### src/rtl/ard_frame_rx.sv
// Serial receiver for the Arduino 11-bit instruction word (sclk/sdata/cs_n). It
// checks framing and presents good frames with a one-cycle strobe. Optional macro: ARD_FRAME_PARITY_EN.
module ard_frame_rx #(
    parameter int FRAME_W     = 11,
    parameter int SYNC_STAGES = 2,
    parameter int TIMEOUT_CYC = 1024
) (
    input  logic               clk,
    input  logic               rst,
    input  logic               ard_sclk,
    input  logic               ard_sdata,
    input  logic               ard_cs_n,
    output logic [FRAME_W-1:0] instruct,
    output logic               frame_valid,
    output logic               frame_err,
    output logic               busy
);

`ifdef ARD_FRAME_PARITY_EN
    localparam int SR_W = FRAME_W + 1;
`else
    localparam int SR_W = FRAME_W;
`endif
    localparam int CNT_W = $clog2(SR_W + 1);
    localparam int TO_W  = $clog2(TIMEOUT_CYC + 1);
    localparam logic [CNT_W-1:0] CNT_LAST = CNT_W'(SR_W - 1);
    localparam logic [TO_W-1:0]  TO_LAST  = TO_W'(TIMEOUT_CYC - 1);

    typedef enum logic [1:0] {IDLE, SHIFT, WAIT_END, DRAIN} state_t;

    logic [SYNC_STAGES-1:0] sclk_sync_q, sdata_sync_q, cs_sync_q, vld_q;
    logic                   sclk_dly_q, cs_dly_q, armed_q;
    logic                   sclk_s, sdata_s, cs_s;
    logic                   sclk_rise, cs_rise, cs_fall;

    state_t             state_q, state_d;
    logic [SR_W-1:0]    shift_q, shift_d;
    logic [CNT_W-1:0]   cnt_q, cnt_d;
    logic [TO_W-1:0]    to_q, to_d;
    logic [FRAME_W-1:0] instruct_q, instruct_d;
    logic               valid_q, valid_d, err_q, err_d, busy_q;
    logic [FRAME_W-1:0] frame_word;
    logic               par_bad;

    assign sclk_s  = sclk_sync_q[SYNC_STAGES-1];
    assign sdata_s = sdata_sync_q[SYNC_STAGES-1];
    assign cs_s    = cs_sync_q[SYNC_STAGES-1];

    // A cs_n low already present at reset release must not open a frame, so
    // falling edges count only after cs_n has been genuinely observed high.
    assign sclk_rise = sclk_s & ~sclk_dly_q;
    assign cs_rise   = cs_s & ~cs_dly_q;
    assign cs_fall   = ~cs_s & cs_dly_q & armed_q;

    always_ff @(posedge clk or posedge rst) begin
        if (rst) begin
            sclk_sync_q  <= '0;
            sdata_sync_q <= '0;
            cs_sync_q    <= '1;
            sclk_dly_q   <= 1'b0;
            cs_dly_q     <= 1'b1;
            vld_q        <= '0;
            armed_q      <= 1'b0;
        end else begin
            // NOTE: non-blocking assignments make every flop sample the pre-edge
            // value, which is what turns this into a real shift chain.
            sclk_sync_q  <= {sclk_sync_q[SYNC_STAGES-2:0], ard_sclk};
            sdata_sync_q <= {sdata_sync_q[SYNC_STAGES-2:0], ard_sdata};
            cs_sync_q    <= {cs_sync_q[SYNC_STAGES-2:0], ard_cs_n};
            sclk_dly_q   <= sclk_s;
            cs_dly_q     <= cs_s;
            vld_q        <= {vld_q[SYNC_STAGES-2:0], 1'b1};
            armed_q      <= armed_q | (vld_q[SYNC_STAGES-1] & cs_s);
        end
    end

`ifdef ARD_FRAME_PARITY_EN
    assign frame_word = shift_q[SR_W-1:1];
    assign par_bad    = ^shift_q;
`else
    assign frame_word = shift_q;
    assign par_bad    = 1'b0;
`endif

    always_comb begin
        // NOTE: defaults first so no path through the case leaves a variable
        // unassigned, which would otherwise infer a latch.
        state_d    = state_q;
        shift_d    = shift_q;
        cnt_d      = cnt_q;
        to_d       = to_q;
        instruct_d = instruct_q;
        valid_d    = 1'b0;
        err_d      = 1'b0;
        case (state_q)
            IDLE: begin
                if (cs_fall) begin
                    state_d = SHIFT;
                    shift_d = '0;
                    cnt_d   = '0;
                    to_d    = '0;
                end
            end
            SHIFT: begin
                to_d = sclk_rise ? '0 : to_q + 1'b1;
                if (cs_rise) begin
                    err_d   = 1'b1;
                    state_d = IDLE;
                end else if (sclk_rise) begin
                    shift_d = {shift_q[SR_W-2:0], sdata_s};
                    cnt_d   = cnt_q + 1'b1;
                    if (cnt_q == CNT_LAST) state_d = WAIT_END;
                end else if (to_q == TO_LAST) begin
                    err_d   = 1'b1;
                    state_d = DRAIN;
                end
            end
            WAIT_END: begin
                to_d = sclk_rise ? '0 : to_q + 1'b1;
                if (cs_rise) begin
                    state_d = IDLE;
                    if (par_bad) begin
                        err_d = 1'b1;
                    end else begin
                        instruct_d = frame_word;
                        valid_d    = 1'b1;
                    end
                end else if (sclk_rise || to_q == TO_LAST) begin
                    err_d   = 1'b1;
                    state_d = DRAIN;
                end
            end
            DRAIN: begin
                if (cs_s) state_d = IDLE;
            end
            default: state_d = IDLE;
        endcase
    end

    always_ff @(posedge clk or posedge rst) begin
        if (rst) begin
            state_q    <= IDLE;
            shift_q    <= '0;
            cnt_q      <= '0;
            to_q       <= '0;
            instruct_q <= '0;
            valid_q    <= 1'b0;
            err_q      <= 1'b0;
            busy_q     <= 1'b0;
        end else begin
            state_q    <= state_d;
            shift_q    <= shift_d;
            cnt_q      <= cnt_d;
            to_q       <= to_d;
            instruct_q <= instruct_d;
            valid_q    <= valid_d;
            err_q      <= err_d;
            busy_q     <= (state_q != IDLE);
        end
    end

    assign instruct    = instruct_q;
    assign frame_valid = valid_q;
    assign frame_err   = err_q;
    assign busy        = busy_q;

endmodule

### config.mk
export PLATFORM = sky130hd
export DESIGN_NAME = ard_frame_rx
export DESIGN_NICKNAME = d
export VERILOG_FILES = /design/src/rtl/ard_frame_rx.sv
export SDC_FILE = /design/constraint.sdc
export NUM_CORES = 1
export LEC_CHECK = 0
export BUFFER_PORTS_ARGS = -buffer_cell sky130_fd_sc_hd__buf_2
export CAP_MARGIN = 20
export CORE_UTILIZATION = 25
export CTS_BUF_LIST = sky130_fd_sc_hd__clkbuf_2
export DETAILED_ROUTE_END_ITERATION = 8
export GPL_ROUTABILITY_DRIVEN = 0
export HOLD_SLACK_MARGIN = 0.05
export PLACE_DENSITY = 0.37
export SLEW_MARGIN = 25
export SYNTH_ARGS = -nofsm -noshare
export SYNTH_HDL_FRONTEND = slang
export SYNTH_SLANG_ARGS = --single-unit
export TNS_END_PERCENT = 30
### constraint.sdc
create_clock -name clk -period 2.2 [get_ports clk]
set_input_delay 0.11 -clock clk [delete_from_list [all_inputs] [get_ports clk]]
set_output_delay 0.11 -clock clk [all_outputs]
set_load 0.01 [all_outputs]
==> reports/metrics.yaml, run 1 <==
run_status:
  status: "finished, final reports clean"
die:
  chipHeight_um: 97.0
  dieArea_um2: 9410
  core-area_um2: 8720
  rows: 34
  start_util_pct: 25.9
  chipWidth_um: 97.0
  io_pins: 19
layout:
  final_util_pct: 29.6
  n_fill_cell: 901
  final_nets: 234
  diodes: 0
  drive_above_1_share_pct: 24.8
  design_area_um2: 2580
  syn_to_final_growth_pct: 14.2
power_and_ir_drop:
  ir_worst_vdd_uv: 289
  powerDensity_nw_per_um2: 947
  power_leakage_nw: 1.24
global_routing:
  grt_max_degree: 54
  grtUsageTotal_pct: 10.0
  antenna_found_initial: 0
  grt_pass1_wl_um: 7610
  grt.overflow.total: 0
  grt_pass1_vias: 1591
setup_path:
  crit_type: "reg2reg"
  rrSetupSlack_ns: 0.20
  end_kind: "flop"
  r2r_cells: 6
  r2r-start: "state_q[1]$_DFFE_PP0P_"
  crit_fanout: 13
  worstSetupStartpointType: "flop"
  worst-endpoint-required_ns: 2.58
  cp.arrival_ns: 2.39
  r2r_end: "cnt_q[3]$_DFFE_PP0P_"
yosys:
  syn_nets: 206
  ys_seq_area_share_pct: 58.9
  avgSynthCellArea_um2: 11.7
  synth_cells: 193
  ys_top_cells_by_area: "dfrtp_1 55%, mux2_2 6.0%, a22o_1 4.7%"
  synth_common_cells: "50 x dfrtp_1, 17 x nand2_1, 14 x nand3_1, 14 x o21ai_0, 13 x nor2_1"
  yosysTopAreaCell: "dfrtp_1"
  synth_seq_cells: 53
  synth_edf_count: 0
  ys_async_sr_fraction_pct: 100
  syn_area_um2: 2260
  ys.flop_type: "dfrtp_1"
  yosysWarnings: 0
  yosysTopAreaCellShare_pct: 55.4
  ys_types: 39
  synth_most_common_cell: "dfrtp_1"
drt:
  wl_per_cell_um: 12.7
  antenna_left: 0
  via_count: 1472
  dr.pass1.iters: 4
  vias_per_cell: 4.46
  drc: 0
  drt_first_iter_violations: 42
  drt-total-wl_um: 4190
timing:
  timing.final.ws_setup_ns: 0.197
  finalMaxSlewViolations: 0
  period_minus_slack_ns: 2.00
  skew_ns: 0.0275
  hold_ws_ns: 0.299
  hold_viol: 0
  final-setup-viol-count: 0
  tightest_slew_ns: 0.674
  rsz0062_at_grt: "no"
  min_period_over_period_pct: 91.0
  fin_setup_tns_ns: 0
  relSlewSlack_pct: 55.1
  clock.fmax_mhz: 499
min_path:
  worstHoldStart: "ard_cs_n"
  hold_depth: 2
  timing.hold.worst_endpoint: "cs_sync_q[0]$_DFF_PP1_"
  hp-class: "in2reg"
clocking:
  cts_sinks: 53
  cts_tree: "yes"
  worstSkewPairLatency_ns: 0.44
  postCtsSetupBuffers: 0
  clockBufferDepth: 2
  cts.reportedPaths.clkPinSlew_ns: 0.26
  cts_buffers: 5
  htreeDepth: 2
  cts_root_buffer: "clkbuf_2"
placement:
  place.port_buffers: 18
  place_area_um2: 2490
  place_ws_ns: 0.228
  hpwl_um: 2830
flow_run:
  max_cap_violations: 0
-- sequential cells by signal (all words and copies together) (netlist names), 2 cells and up --
register / flops
frame_word: 11
instruct: 11
to_q: 11
cnt_q: 4
cs_sync_q: 2
sclk_sync_q: 2
sdata_sync_q: 2
state_q: 2
vld_q: 2
-- per-layer routing --
layer  GRT usage (%)  part of all wire [%]  vias up
met5               0                     0        -
met2            15.2                    45       25
met1            13.4                    51      710
met3            2.60                   3.1        2
li1                -                     -      735
met4            4.36                  0.81        0
-- cell families (layout without fill, tap and decap cells) --
| family | count (synthesis) | after routing | synth area share (%) |
|---|---|---|---|
| muxes | 12 | 12 | 5.99 |
| adders and majority gates | 8 | 8 | 4.43 |
| other | 1 | 1 | 0.166 |
| xor gates and xnor gates | 2 | 2 | 0.776 |
| DFF | 53 | 53 | 58.9 |
| buffers and inverters | 13 | 42 | 2.44 |
| and+or+nand+nor | 66 | 66 | 15.5 |
| AOI/OAI and AO/OA | 38 | 38 | 11.8 |
-- repair_timing --
action                    4_1_cts  5_1_grt
hold endpoints to repair       53        0
gates resized for setup         0        0
hold buffers                    4        0
-- report_power, final --
group | internal, W | total, W | switching (W)
sequential | 0.00111 | 0.00121 | 0.000102
combinational | 0.000301 | 0.000823 | 0.000522
clock | 0.0000851 | 0.000406 | 0.000321
-- cells in the final DEF, fill, tap and decap left out, types with 2 or more instances in the layout --
cell type | Yosys | routed
clkbuf_2 | 0 | 5
nor3_1 | 3 | 3
dlygate4sd3_1 | 0 | 4
nand2b_1 | 2 | 2
inv_1 | 8 | 7
buf_4 | 0 | 4
nor2b_1 | 2 | 2
buf_2 | 2 | 18
nor2_1 | 13 | 13
nand2_2 | 2 | 2
a21oi_1 | 3 | 3
o21ai_0 | 14 | 14
xnor2_1 | 2 | 2
dfrtp_1 | 50 | 50
mux2_2 | 12 | 12
nand2_1 | 17 | 17
a22o_1 | 12 | 12
dfstp_2 | 3 | 3
nand3_1 | 14 | 14
and3_1 | 4 | 4
ha_1 | 8 | 8
-- critical path, cell delays in order (launching register included) --
cell and delay [ns]:
dfrtp_1 0.47, inv_1 0.11, ha_1 0.35, and3_1 0.25
o21ai_2 0.18, or4b_1 0.53, nand3_1 0.09
-- through the flow --
stage          instances  total power (W)
6_report             330          0.00244
4_1_cts              330          0.00250
5_1_grt              330          0.00268
3_3_place_gp         318          0.00207
2_1_floorplan        193          0.00182
3_5_place_dp         318          0.00206
-- worst max path at each step --
| stage | startpoint | to | slack [ns] | cells after the start |
|---|---|---|---|---|
| floorplan | state_q[0]$_DFFE_PP0P_ | to_q[7]$_DFFE_PP0P_ | 0.48 | 5 |
| global placement | state_q[1]$_DFFE_PP0P_ | cnt_q[3]$_DFFE_PP0P_ | 0.26 | 6 |
| detailed placement | state_q[1]$_DFFE_PP0P_ | cnt_q[3]$_DFFE_PP0P_ | 0.23 | 6 |
| CTS | state_q[1]$_DFFE_PP0P_ | cnt_q[3]$_DFFE_PP0P_ | 0.20 | 6 |
| global route | state_q[1]$_DFFE_PP0P_ | cnt_q[3]$_DFFE_PP0P_ | 0.06 | 6 |
| finish | state_q[1]$_DFFE_PP0P_ | cnt_q[3]$_DFFE_PP0P_ | 0.20 | 6 |
-- layout make-up --
class                      count  area, um^2  share of cell area (%)
timing repair buffer          26         160                    6.21
clock buffer                   5        25.0                   0.971
sequential                    53        1330                    51.6
inverter                       8        30.0                    1.17
multi-input combinational    127         872                    33.8
tap                          108         135                    5.24
clock inverter                 3        25.0                   0.971
No activity file was read; power rests on OpenSTA's default activity.
==> inputs of run 2 (changes only) <==
--- a/config.mk
+++ b/config.mk
@@ -12,7 +12,7 @@
 export DETAILED_ROUTE_END_ITERATION = 8
 export GPL_ROUTABILITY_DRIVEN = 0
 export HOLD_SLACK_MARGIN = 0.05
-export PLACE_DENSITY = 0.37
+export PLACE_DENSITY = 0.43
 export SLEW_MARGIN = 25
 export SYNTH_ARGS = -nofsm -noshare
 export SYNTH_HDL_FRONTEND = slang
==> run 2 against run 1 <==
Total power grew 4.6%. Clock-buffer cell count is the same. Non-clock buffer count grew 2. Design area grew 1.3%. Hold slack got worse by 0.16 ns. Clock skew is 0.013 ns lower. Flip-flop and latch count did not move. Critical path depth stayed put. Sequential share of layout area decreased by 0.67 points. Combinational power about the same. Utilization increased by 0.39 points. First-iteration DRC count is 45% higher.
==> reports/metrics.yaml, run 2 (same netlist as run 1, synthesis figures left out) <==
drt:
  via_count: 1486  # was 1,472
  vias_per_cell: 4.48  # was 4.46
  drt-total-wl_um: 4060  # was 4190 um
  antenna_left: 0  # unchanged
  wl_per_cell_um: 12.2  # was 12.7 um
  dr.pass1.iters: 4  # unchanged
  drc: 0  # unchanged
  drt_first_iter_violations: 61  # was 42
timing:
  skew_ns: 0.0142  # was 0.0275 ns
  clock.fmax_mhz: 506  # was 499 MHz
  tightest_slew_ns: 0.522  # was 0.674 ns
  fin_setup_tns_ns: 0  # unchanged
  hold_viol: 0  # unchanged
  relSlewSlack_pct: 65.1  # was 55.1%
  rsz0062_at_grt: "no"  # unchanged
  finalMaxSlewViolations: 0  # unchanged
  min_period_over_period_pct: 89.8  # was 91.0%
  period_minus_slack_ns: 1.97  # was 2.00 ns
  final-setup-viol-count: 0  # unchanged
global_routing:
  grt_pass1_vias: 1509  # was 1,591
  grtUsageTotal_pct: 9.60  # was 10.0%
  grt_max_degree: 22  # was 54
  busiest_layer: "met2"  # unchanged
  grt.overflow.total: 0  # unchanged
  gr-usage-met2_pct: 14.2  # was 15.2%
  met3_usage_pct: 2.82  # was 2.60%
  use_met1_pct: 13.6  # was 13.4%
  antenna_found_initial: 0  # unchanged
  grt_pass1_wl_um: 7370  # was 7610 um
setup_path:
  worst-endpoint-required_ns: 2.59  # was 2.58 ns
  r2r-start: "state_q[1]$_DFFE_PP0P_"  # unchanged
  cp.arrival_ns: 2.37  # was 2.39 ns
  worstSetupStartpointType: "flop"  # unchanged
  crit_fanout: 10  # was 13
  crit_type: "reg2reg"  # unchanged
  rrSetupSlack_ns: 0.23  # was 0.20 ns
  end_kind: "flop"  # unchanged
  crit_start: "state_q[1]$_DFFE_PP0P_"  # unchanged
clocking:
  cts_buffers: 5  # unchanged
  cts_tree: "yes"  # unchanged
  cts_root_buffer: "clkbuf_2"  # unchanged
  htreeDepth: 2  # unchanged
  cts.reportedPaths.clkPinSlew_ns: 0.29  # was 0.26 ns
  worstSkewPairLatency_ns: 0.44  # about the same
  cts_sinks: 53  # unchanged
  clockBufferDepth: 2  # unchanged
flow_run:
  max_cap_violations: 0  # unchanged
placement:
  hpwl_um: 2800  # was 2830 um
  place.port_buffers: 18  # unchanged
  dp.cells: 320  # was 318
  place_area_um2: 2500  # was 2490 um^2
die:
  dieArea_um2: 9410  # unchanged
  io_pins: 19  # unchanged
  core-area_um2: 8720  # unchanged
  start_util_pct: 25.9  # unchanged
  rows: 34  # unchanged
  chipHeight_um: 97.0  # unchanged
  chipWidth_um: 97.0  # unchanged
layout:
  final_util_pct: 29.9  # was 29.6%
  layout_common_cells: "50 x dfrtp_1, 18 x buf_2, 17 x nand2_1"  # unchanged
  design_area_um2: 2610  # was 2580 um^2
  layout_commonest_cell: "dfrtp_1"  # unchanged
  final_cells: 332  # was 330
  diodes: 0  # unchanged
  syn_to_final_growth_pct: 15.7  # was 14.2%
  final_nets: 236  # was 234
  drive_above_1_share_pct: 25.4  # was 24.8%
min_path:
  hp-class: "in2async"  # was in2reg
power_and_ir_drop:
  powerDensity_nw_per_um2: 977  # was 947 nW/um^2
  p_total_w: 0.00255  # was 0.00244 W
  power_leakage_nw: 1.27  # was 1.24 nW
  ir_worst_vdd_uv: 355  # was 289 uV
run_status:
  status: "finished, final reports clean"  # unchanged
-- run 2: path summary, 6_finish.rpt --
kind	end	depth (start not counted)
max in group asynchronous	cs_sync_q[1]$_DFF_PP1_	4
max	cnt_q[3]$_DFFE_PP0P_	6
min reg2reg	sdata_sync_q[1]$_DFF_PP0_	0
min in group clk	cs_sync_q[0]$_DFF_PP1_	2
max reg2reg	cnt_q[3]$_DFFE_PP0P_	6
min	instruct[0]$_DFFE_PP0P_	3
-- run 2: power breakdown --
| group | switching, W | internal [W] |
|---|---|---|
| combinational | 0.000523 | 0.000304 |
| clock | 0.000323 | 0.000195 |
| sequential | 0.0000979 | 0.00111 |
-- run 2: per-stage QoR --
step | hold slack (ns) | setup WS, ns
floorplan | 0.114 | 0.478
global placement | 0.117 | 0.316
detailed placement | 0.117 | 0.249
CTS | 0.107 | 0.209
global route | 0.0757 | 0.0681
finish | 0.137 | 0.225
-- run 2: layout make-up --
class	count	area (um^2)
fill	887	6110
sequential	53	1330
multi-input combinational	127	872
timing repair buffer	28	175
tap	108	135
clock inverter	3	43.8
inverter	8	30.0
clock buffer	5	25.0
-- run 2: critical path, stage by stage, from the launching register on --
cell and delay [ns]:
dfrtp_1 0.47, inv_1 0.11, ha_1 0.35, and3_1 0.25, o21ai_2 0.15, or4b_1 0.52, nand3_1 0.09
-- run 2: what timing repair did --
| action | in CTS | in global routing |
|---|---|---|
| resized for setup | 0 | 0 |
| endpoints found under the hold margin | 53 | 0 |
| setup buffers | 0 | 0 |
| hold buffers | 4 | 0 |
-- run 2: metal layers --
layer / wire length [um] / vias up
li1: - / 742
met1: 2160 / 716
met2: 1730 / 24
met3: 141 / 4
met4: 31 / 0
met5: 0 / -
==> inputs of run 3 (changes only) <==
--- a/config.mk
+++ b/config.mk
@@ -7,6 +7,7 @@
 export LEC_CHECK = 0
 export BUFFER_PORTS_ARGS = -buffer_cell sky130_fd_sc_hd__buf_2
 export CAP_MARGIN = 20
+export CORE_MARGIN = 2
 export CORE_UTILIZATION = 25
 export CTS_BUF_LIST = sky130_fd_sc_hd__clkbuf_2
 export DETAILED_ROUTE_END_ITERATION = 8
==> run 3 against run 2 <==
Clock power decreased by 2%. Register-to-register slack about the same. First-iteration DRC count decreased by 59%. Critical path type unchanged. Largest power group unchanged. Highest routed layer unchanged.
==> reports/metrics.yaml, run 3 (same netlist as run 1, synthesis figures left out) <==
global_routing:
  grt_max_degree: 30  # was 22
  grt_pass1_vias: 1507  # was 1,509
  gr-usage-met2_pct: 14.0  # was 14.2%
  antenna_found_initial: 0  # unchanged
  use_met1_pct: 12.6  # was 13.6%
  met3_usage_pct: 2.55  # was 2.82%
  grt.overflow.total: 0  # unchanged
  grt_pass1_wl_um: 7250  # was 7370 um
  grtUsageTotal_pct: 9.18  # was 9.60%
  busiest_layer: "met2"  # unchanged
clocking:
  cts_tree: "yes"  # unchanged
  cts.reportedPaths.clkPinSlew_ns: 0.25  # was 0.29 ns
  clockBufferDepth: 2  # unchanged
  cts_root_buffer: "clkbuf_2"  # unchanged
  htreeDepth: 2  # unchanged
  cts_sinks: 53  # unchanged
  cts_buffers: 5  # unchanged
  worstSkewPairLatency_ns: 0.44  # about the same
setup_path:
  crit_fanout: 14  # was 10
  cp.arrival_ns: 2.35  # was 2.37 ns
  worst-endpoint-required_ns: 2.58  # was 2.59 ns
  r2r_cells: 5  # was 6
  crit_type: "reg2reg"  # unchanged
  end_kind: "flop"  # unchanged
  worstSetupStartpointType: "flop"  # unchanged
  rrSetupSlack_ns: 0.23  # about the same
layout:
  final_util_pct: 30.0  # was 29.9%
  layout_commonest_cell: "dfrtp_1"  # unchanged
  diodes: 0  # unchanged
  syn_to_final_growth_pct: 15.8  # was 15.7%
  design_area_um2: 2610  # about the same
  drive_above_1_share_pct: 25.0  # was 25.4%
  final_nets: 236  # unchanged
  layout_common_cells: "50 x dfrtp_1, 18 x buf_2, 17 x nand2_1"  # unchanged
flow_run:
  max_cap_violations: 0  # unchanged
min_path:
  hold_depth: 2
  hp-class: "in2reg"  # was in2async
die:
  rows: 34  # unchanged
  dieArea_um2: 9800  # was 9410 um^2
  chipWidth_um: 99.0  # was 97.0 um
  core-area_um2: 8720  # unchanged
  io_pins: 19  # unchanged
  chipHeight_um: 99.0  # was 97.0 um
  start_util_pct: 25.9  # unchanged
timing:
  final-setup-viol-count: 0  # unchanged
  min_period_over_period_pct: 89.6  # was 89.8%
  clock.fmax_mhz: 507  # was 506 MHz
  skew_ns: 0.0237  # was 0.0142 ns
  rsz0062_at_grt: "no"  # unchanged
  timing.final.ws_setup_ns: 0.229  # was 0.225 ns
  finalMaxSlewViolations: 0  # unchanged
  hold_viol: 0  # unchanged
  relSlewSlack_pct: 64.3  # was 65.1%
  period_minus_slack_ns: 1.97  # about the same
  fin_setup_tns_ns: 0  # unchanged
  tightest_slew_ns: 0.534  # was 0.522 ns
power_and_ir_drop:
  p_sw_share_pct: 36.6  # was 37.0%
  powerDensity_nw_per_um2: 971  # was 977 nW/um^2
  clockPowerShare_pct: 20.1  # was 20.3%
  internal_power_w: 0.00161  # about the same
  power_leakage_nw: 1.27  # about the same
  p_total_w: 0.00254  # was 0.00255 W
  ir_worst_vdd_uv: 396  # was 355 uV
  seq_power_share_pct: 47.7  # was 47.3%
  combPwrFrac_pct: 32.2  # was 32.4%
  netSwitchingPower_w: 0.000929  # was 0.000944 W
drt:
  drt_first_iter_violations: 25  # was 61
  antenna_left: 0  # unchanged
  dr.pass1.iters: 4  # unchanged
  via_count: 1486  # unchanged
  wl_per_cell_um: 12.7  # was 12.2 um
  drc: 0  # unchanged
  drt-total-wl_um: 4210  # was 4060 um
  vias_per_cell: 4.48  # unchanged
placement:
  place_area_um2: 2490  # was 2500 um^2
  place.port_buffers: 18  # unchanged
  place_ws_ns: 0.241  # was 0.249 ns
  hpwl_um: 2910  # was 2800 um
run_status:
  status: "finished, final reports clean"  # unchanged
==> run 3: cell count changes in the layout (fill, tap and decap cells not counted), sizes merged <==
cell,delta
dlygate4sd3,+1
buf,-1
==> run 3: worst max-delay path: stages (launching register included) <==
cell and delay (ns):
dfrtp_1 0.46, inv_1 0.13, ha_1 0.25, mux2_2 0.47, or4_1 0.52, nand3_1 0.09
==> run 3: power by group through the flow <==
stage | registers (W) | logic [W] | clock network, W
6_report | 0.00121 | 0.000817 | 0.000509
5_1_grt | 0.00123 | 0.000932 | 0.000581
4_1_cts | 0.00121 | 0.000830 | 0.000543
3_5_place_dp | 0.00123 | 0.000824 | 0
3_3_place_gp | 0.00123 | 0.000817 | 0
2_1_floorplan | 0.00122 | 0.000597 | 0
==> run 3: what timing repair did <==
item	CTS	global route
buffers inserted	0	0
hold buffers	5	0
endpoints found under the hold margin	56	0
resized for setup	0	0
==> run 3: metrics by stage <==
stage | hold slack (ns) | std cells
floorplan | 0.114 | 193
global placement | 0.0112 | 319
finish | 0.291 | 332
CTS | 0.252 | 332
detailed placement | 0.0131 | 319
global route | 0.233 | 332
==> run 3: worst paths after layout <==
check | startpoint | end
max in group asynchronous | rst | sdata_sync_q[0]$_DFF_PP0_
hold reg to reg | sdata_sync_q[0]$_DFF_PP0_ | sdata_sync_q[1]$_DFF_PP0_
hold / removal | ard_cs_n | cs_sync_q[0]$_DFF_PP1_
setup / recovery | state_q[0]$_DFFE_PP0P_ | to_q[7]$_DFFE_PP0P_
min in group asynchronous | rst | to_q[4]$_DFFE_PP0P_
setup reg to reg | state_q[0]$_DFFE_PP0P_ | to_q[7]$_DFFE_PP0P_
==> run 3: per-layer routing <==
| metal | part of all wire [%] | routed length [um] |
|---|---|---|
| met4 | 1.1 | 48 |
| met2 | 44 | 1860 |
| met5 | 0 | 0 |
| met3 | 2.9 | 122 |
| met1 | 52 | 2180 |
==> run 3: layout make-up <==
class	count	area, um^2
multi-input combinational	127	872
fill	891	6110
inverter	8	30.0
timing repair buffer	28	178
clock buffer	5	25.0
tap	108	135
clock inverter	3	43.8
sequential	53	1330
